--- config.mk ---
export PLATFORM = sky130hd
export DESIGN_NAME = keycode_select
export DESIGN_NICKNAME = d
export VERILOG_FILES = /design/src/rtl/keysel_pkg.sv /design/src/rtl/keysel_stack.sv /design/src/rtl/keycode_select.sv
export SDC_FILE = /design/constraint.sdc
export NUM_CORES = 1
export LEC_CHECK = 0
export ABC_CLOCK_PERIOD_IN_PS = 3920
export BUFFER_PORTS_ARGS = -buffer_cell sky130_fd_sc_hd__clkbuf_2
export CORE_MARGIN = 2
export CORE_UTILIZATION = 55
export CTS_BUF_LIST = sky130_fd_sc_hd__clkbuf_4
export DETAILED_ROUTE_END_ITERATION = 6
export PLACE_DENSITY = 0.78
export SLEW_MARGIN = 20
export SYNTH_ARGS = -nofsm -noshare
export SYNTH_HDL_FRONTEND = slang
export SYNTH_HIERARCHICAL = 1
export SYNTH_SLANG_ARGS = --single-unit
--- constraint.sdc ---
create_clock -name Clk -period 3.92 [get_ports Clk]
set_input_delay 0.392 -clock Clk [delete_from_list [all_inputs] [get_ports Clk]]
set_output_delay 0.392 -clock Clk [all_outputs]
set_load 0.01 [all_outputs]
--- src/rtl/keysel_pkg.sv ---
// keysel_pkg: shared types and constants for the movement-key selector.
// FSM state encoding, HID keycodes for W/A/S/D, present/held mask bit
// positions and the mask-index <-> keycode helpers.
package keysel_pkg;

   typedef enum logic [1:0] {
      ST_IDLE   = 2'd0,
      ST_SCAN   = 2'd1,
      ST_UPDATE = 2'd2,
      ST_COMMIT = 2'd3
   } keysel_state_t;

   localparam logic [7:0] KEY_A            = 8'h04;
   localparam logic [7:0] KEY_D            = 8'h07;
   localparam logic [7:0] KEY_S            = 8'h16;
   localparam logic [7:0] KEY_W            = 8'h1A;
   localparam logic [7:0] KEY_NONE         = 8'h00;
   localparam logic [7:0] KEY_ERR_ROLLOVER = 8'h01;

   // Mask bit positions; index order is also the push priority order.
   localparam int IDX_A = 0;
   localparam int IDX_D = 1;
   localparam int IDX_S = 2;
   localparam int IDX_W = 3;

   function automatic logic [7:0] idx_to_key(input logic [1:0] idx);
      case (idx)
         2'd0:    return KEY_A;
         2'd1:    return KEY_D;
         2'd2:    return KEY_S;
         default: return KEY_W;
      endcase
   endfunction

   function automatic logic [3:0] key_to_mask(input logic [7:0] b);
      logic [3:0] m;
      m        = 4'b0000;
      m[IDX_A] = (b == KEY_A);
      m[IDX_D] = (b == KEY_D);
      m[IDX_S] = (b == KEY_S);
      m[IDX_W] = (b == KEY_W);
      return m;
   endfunction

endpackage

--- src/rtl/keysel_stack.sv ---
// keysel_stack: 4-entry last-pressed-wins stack of 2-bit key indices.
// Push appends at the top; remove deletes an entry by value and closes the
// gap so the order of the remaining keys is kept. Each key can appear at
// most once, so a push on a full stack never happens in normal use.
import keysel_pkg::*;

module keysel_stack (
   input  logic       Clk,
   input  logic       Reset,
   input  logic       push_i,
   input  logic       remove_i,
   input  logic [1:0] idx_i,
   output logic [1:0] top,
   output logic       empty
);

   logic [1:0] ent_q [4];
   logic [2:0] cnt_q;
   logic [1:0] rm_pos;
   logic       rm_hit;

   // Locate the live entry holding idx_i (first match from the bottom).
   always_comb begin
      rm_pos = 2'd0;
      rm_hit = 1'b0;
      for (int i = 0; i < 4; i++) begin
         if (!rm_hit && (3'(i) < cnt_q) && (ent_q[i] == idx_i)) begin
            rm_pos = 2'(i);
            rm_hit = 1'b1;
         end
      end
   end

   // Stack storage: push at top, or remove-by-value with compaction.
   always_ff @(posedge Clk) begin
      if (Reset) begin
         cnt_q <= 3'd0;
         for (int i = 0; i < 4; i++) ent_q[i] <= 2'd0;
      end else if (push_i) begin
         ent_q[cnt_q[1:0]] <= idx_i;
         cnt_q             <= cnt_q + 3'd1;
      end else if (remove_i && rm_hit) begin
         for (int i = 0; i < 3; i++) begin
            if (2'(i) >= rm_pos) ent_q[i] <= ent_q[i+1];
         end
         cnt_q <= cnt_q - 3'd1;
      end
   end

   assign top   = ent_q[cnt_q[1:0] - 2'd1];
   assign empty = (cnt_q == 3'd0);

   push_on_full_a : assert property (@(posedge Clk) disable iff (Reset)
                                     !(push_i && (cnt_q == 3'd4)));

endmodule

--- src/rtl/keycode_select.sv ---
// keycode_select: picks one W/A/S/D movement key from USB HID reports.
// A report is latched, scanned one slot per cycle into a present mask,
// compared key by key with the held mask to update the selection, and
// committed to `pending`. `keycode` only follows `pending` on a frame_clk
// rising edge so the consumer sees one value per frame.
// Build option KEYSEL_STACK_EN: when defined, a last-pressed-wins stack
// (keysel_stack) falls back to older held keys on release; when undefined a
// single register holds the newest press and is cleared on its release.
// state_o exposes the FSM state for observation.
import keysel_pkg::*;

module keycode_select #(
   parameter int SLOTS = 6
) (
   input  logic               Clk,
   input  logic               Reset,
   input  logic               frame_clk,
   input  logic               report_valid,
   input  logic [8*SLOTS-1:0] report,
   output logic [7:0]         keycode,
   output logic               busy,
   output logic               overrun,
   output keysel_state_t      state_o
);

   localparam int SW = (SLOTS > 1) ? $clog2(SLOTS) : 1;
   localparam logic [SW-1:0] LAST_SLOT = SW'(SLOTS - 1);

   keysel_state_t      state_q;
   logic [8*SLOTS-1:0] report_q;
   logic [SW-1:0]      slot_q;
   logic [1:0]         key_q;
   logic [3:0]         present_q;
   logic [3:0]         held_q;
   logic               all_err_q;
   logic               frame_q;
   logic               busy_q;
   logic               overrun_q;
   logic [7:0]         pending_q;
   logic [7:0]         keycode_q;

   logic [7:0]         cur_byte;
   logic [3:0]         byte_mask;
   logic               is_err;
   logic               held_k;
   logic               pres_k;
   logic [7:0]         sel_key;

   assign cur_byte  = report_q[{slot_q, 3'b000} +: 8];
   assign byte_mask = key_to_mask(cur_byte);
   assign is_err    = (cur_byte == KEY_ERR_ROLLOVER);
   assign held_k    = held_q[key_q];
   assign pres_k    = present_q[key_q];

`ifdef KEYSEL_STACK_EN
   logic       do_upd;
   logic       do_push;
   logic       do_remove;
   logic [1:0] stk_top;
   logic       stk_empty;

   assign do_upd    = (state_q == ST_UPDATE);
   assign do_push   = do_upd & pres_k & ~held_k;
   assign do_remove = do_upd & held_k & ~pres_k;

   keysel_stack u_stack (
      .Clk      (Clk),
      .Reset    (Reset),
      .push_i   (do_push),
      .remove_i (do_remove),
      .idx_i    (key_q),
      .top      (stk_top),
      .empty    (stk_empty)
   );

   assign sel_key = stk_empty ? KEY_NONE : idx_to_key(stk_top);
`else
   logic [7:0] sel_q;

   assign sel_key = sel_q;
`endif

   // Report FSM plus frame-edge output register and sticky overrun flag.
   always_ff @(posedge Clk) begin
      if (Reset) begin
         state_q   <= ST_IDLE;
         report_q  <= '0;
         slot_q    <= '0;
         key_q     <= 2'd0;
         present_q <= 4'd0;
         held_q    <= 4'd0;
         all_err_q <= 1'b0;
         frame_q   <= 1'b0;
         busy_q    <= 1'b0;
         overrun_q <= 1'b0;
         pending_q <= KEY_NONE;
         keycode_q <= KEY_NONE;
`ifndef KEYSEL_STACK_EN
         sel_q     <= KEY_NONE;
`endif
      end else begin
         frame_q <= frame_clk;
         // Old pending is presented; a same-cycle commit waits a frame.
         if (frame_clk && !frame_q) keycode_q <= pending_q;
         if (report_valid && (state_q != ST_IDLE)) overrun_q <= 1'b1;

         case (state_q)
            ST_IDLE: begin
               if (report_valid) begin
                  report_q  <= report;
                  present_q <= 4'd0;
                  slot_q    <= '0;
                  all_err_q <= 1'b1;
                  busy_q    <= 1'b1;
                  state_q   <= ST_SCAN;
               end
            end
            ST_SCAN: begin
               present_q <= present_q | byte_mask;
               all_err_q <= all_err_q & is_err;
               if (slot_q == LAST_SLOT) begin
                  if (all_err_q && is_err) begin
                     // ErrorRollOver report: keep previous key state.
                     busy_q  <= 1'b0;
                     state_q <= ST_IDLE;
                  end else begin
                     key_q   <= 2'd0;
                     state_q <= ST_UPDATE;
                  end
               end else begin
                  slot_q <= slot_q + 1'b1;
               end
            end
            ST_UPDATE: begin
`ifndef KEYSEL_STACK_EN
               if (pres_k && !held_k)
                  sel_q <= idx_to_key(key_q);
               else if (held_k && !pres_k && (sel_q == idx_to_key(key_q)))
                  sel_q <= KEY_NONE;
`endif
               if (key_q == 2'd3) state_q <= ST_COMMIT;
               else               key_q   <= key_q + 2'd1;
            end
            ST_COMMIT: begin
               held_q    <= present_q;
               pending_q <= sel_key;
               busy_q    <= 1'b0;
               state_q   <= ST_IDLE;
            end
            default: state_q <= ST_IDLE;
         endcase
      end
   end

   assign keycode = keycode_q;
   assign busy    = busy_q;
   assign overrun = overrun_q;
   assign state_o = state_q;

endmodule
==> metrics.md <==
| Metric | Value |
|---|---|
| Dpl cell area | 3950 µm² |
| Synth area leader | dfxtp_1 |
| Core Rows | 29 |
| Initial antenna violation count | 0 |
| Clk_lat worst skew | 0.43 ns |
| Wire per inst | 13.8 µm |
| Post-CTS Setup Inserts | 0 |
| Sequential area share after synthesis | 0.449 |
| Number of synthesized flops with an enable pin | 0 |
| PD cells | 544 nW/µm² |
| Worst-path clk slew | 0.14 ns |
| Die width | 85.5 µm |
| Sum Neg Setup Slack | 0 ns |
| FF-to-FF path depth | 5 |
| Top-area cell type share of the netlist area | 0.449 |
| Fin crit share | 0.688 |
| Post-Layout Cell Count | 564 |
| CP arrival | 3.07 ns |
| Worst hold path type | in2reg |
| Ant diodes | 0 |
| Share of cells above drive strength 1 | 0.193 |
| Met1 usage | 0.294 |
| DR pass1 iterations | 4 |
| Relative slew slack | 0.417 |
| Distinct cell type count after synthesis | 50 |
| Gr busiest metal | met2 |
| CP required | 4.30 ns |
| Sink Count | 82 |
| Worst-path fanout max | 23 |
| GRT overflow | 0 |
| DR vias/cell | 5.45 |
| H-Tree Depth | 3 |
| Placer Congestion | 0.944 |
| Outcome | complete, no violations |
| Min-delay src | report[42] |
| Total track usage | 0.232 |
| Clk root buf | clkbuf_4 |
| DR vias | 3071 |
| Global-route wire length before repair | 13600 µm |
| GR Util met2 | 0.391 |
| Die ar. | 7310 µm² |
| Cell count of the worst hold path | 3 |
| Largest net degree at the start of global routing | 75 |
| Final hold vios | 0 |
| I/O Buffers | 60 |
| Mapped Cells | 435 |
| Peak VDD IR | 0.407 mV |
| DR iter-0 viols | 188 |
| Post-synthesis register bit count | 82 |
| Yosys Warn Count | 6 |
| Number of buffers created by CTS | 9 |
| DRC violations left | 0 |
| Critical path endpoint category | flip-flop |
| Main synth FF type | dfxtp_1 |
| Final nets | 544 |
| Pwr Total | 0.00225 W |
| Routed wire length | 7770 µm |
| Area Overhead vs Synth | 13.4% |
| Reg2reg end | all_err_q |
| Initial Util | 0.572 |
| Synth area leaders | dfxtp_1, nand2_1, a21oi_1 |
| Clk buf depth | 2 |
| CTS resizes | 0 |
| Setup crit start kind | flip-flop |
| Core area | 6390 µm² |
| Achievable frequency | 371 MHz |
| Mapped Area | 3650 µm² |
| Worst Skew | 0.0155 ns |
| Post-layout minimum cycle time | 2.70 ns |
| Unrepaired setup endpoints after global routing | false |
| Routed Antenna Nets | 0 |
| Final setup fails | 0 |
| Synth Area per Inst | 8.40 µm² |
| Kind of critical path | reg2reg |
| Cts hold-fix bufs | 0 |
| Max capacitance violation total | 0 |
| Leak | 1.72 nW |
| Worst-Margin Slew | 0.873 ns |
| IO Count | 64 |
| Worst Hold Endpoint | report_q[42] |
| Hpwl dp | 5370 µm |
| Die height | 85.5 µm |
| Cell area after layout | 4140 µm² |
| Grt met3 use | 0.0491 |
| Max-slew violations | 0 |
| Ys async rst share | 0 |
| CTS tree | yes |
| R2R Path Start | slot_q[0] |
| DP Cell Count | 548 |
| Fillers | 567 |
| Vias in the first global route | 2992 |
| Worst reg-to-reg setup slack | 1.22 ns |
==> cell usage in the layout (no fill, tap or decap), types with 3 or more instances in the layout <==
cell,netlist,final
nor2b_1,8,8
ha_1,10,10
inv_1,10,10
nor2_1,33,33
buf_4,3,3
clkbuf_4,0,9
bufinv_16,0,3
mux2i_1,23,23
nand3_1,4,4
conb_1,1,3
a21oi_1,58,58
a41oi_1,3,3
clkbuf_2,0,60
o21ai_0,3,3
a22oi_1,3,3
dfxtp_1,82,82
mux2_2,8,8
nor4_1,3,3
nand2_1,110,110
nor3_1,8,8
==> synth_stat cells (4+ instances only) <==
cell      count
nand2_1     110
dfxtp_1      82
a21oi_1      58
nor2_1       33
mux2i_1      23
clkbuf_1     20
ha_1         10
inv_1        10
mux2_2        8
nor2b_1       8
nor3_1        8
nand3_1       4
==> worst max-delay path, cell delays in order (launching register included) <==
cell      delay, ns
dfxtp_1        0.92
mux2_2         0.42
a222oi_1       0.55
o311a_1        0.33
and4_4         0.26
o221a_4        0.17
==> stage by stage <==
step | setup slack [ns] | hold WS [ns] | util
2_1_floorplan | 1.95 | 0.431 | -
3_3_place_gp | 1.40 | 0.439 | 0.619
3_5_place_dp | 1.34 | 0.444 | 0.619
4_1_cts | 1.27 | 0.147 | 0.649
5_1_grt | 1.08 | 0.136 | 0.649
6_report | 1.22 | 0.158 | 0.649
==> registers in the layout, indices dropped and copies added, names as in the netlist, named ones only <==
signal / count
slot_q: 3
busy: 1
keycode: 5
all_err_q: 1
sel_key: 5
overrun: 1
present_q: 4
report_q: 48
state_o: 1
frame_q: 1
pending_q: 5
key_q: 2
held_q: 4
==> final cells by class <==
| class | count | area, µm² | share of cell area |
|---|---|---|---|
| inverters | 10 | 37.5 | 0.00906 |
| clock buffers | 9 | 67.6 | 0.0163 |
| well taps | 77 | 96.3 | 0.0233 |
| flip-flops and latches | 82 | 1640 | 0.396 |
| repair buffers | 63 | 323 | 0.0779 |
| multi-input cells | 316 | 1850 | 0.447 |
| clock inverters | 7 | 124 | 0.0299 |
==> power by group <==
| part | switching [W] | internal (W) |
|---|---|---|
| clock | 0.000305 | 0.000329 |
| combinational | 0.000355 | 0.000241 |
| sequential | 0.0000856 | 0.000936 |
==> kinds of logic after synthesis <==
group,after synthesis,share of synthesized area
AOI/OAI and AO/OA,88,0.149
xor gates and xnor gates,3,0.00719
and+or+nand+nor,178,0.209
DFF,82,0.449
muxes,34,0.104
buffers and inverters,39,0.0459
other,1,0.00103
adders and majority gates,10,0.0342
==> how the worst max path moves through the flow <==
stage,from,endpoint,slack (ns),cells past startpoint
after floorplan,slot_q[0],all_err_q,1.95,6
after global placement,slot_q[0],busy,1.40,5
after detailed placement,slot_q[0],busy,1.34,5
after CTS,slot_q[0],all_err_q,1.27,5
after global routing,slot_q[0],busy,1.08,5
final,slot_q[0],all_err_q,1.22,5
==> layer usage <==
metal | vias to the layer above | wire length, µm
li1 | 1577 | -
met1 | 1415 | 3500
met2 | 69 | 3850
met3 | 10 | 310
met4 | 0 | 112
met5 | - | 0
Note: power is estimated with default switching activity, not from simulation.
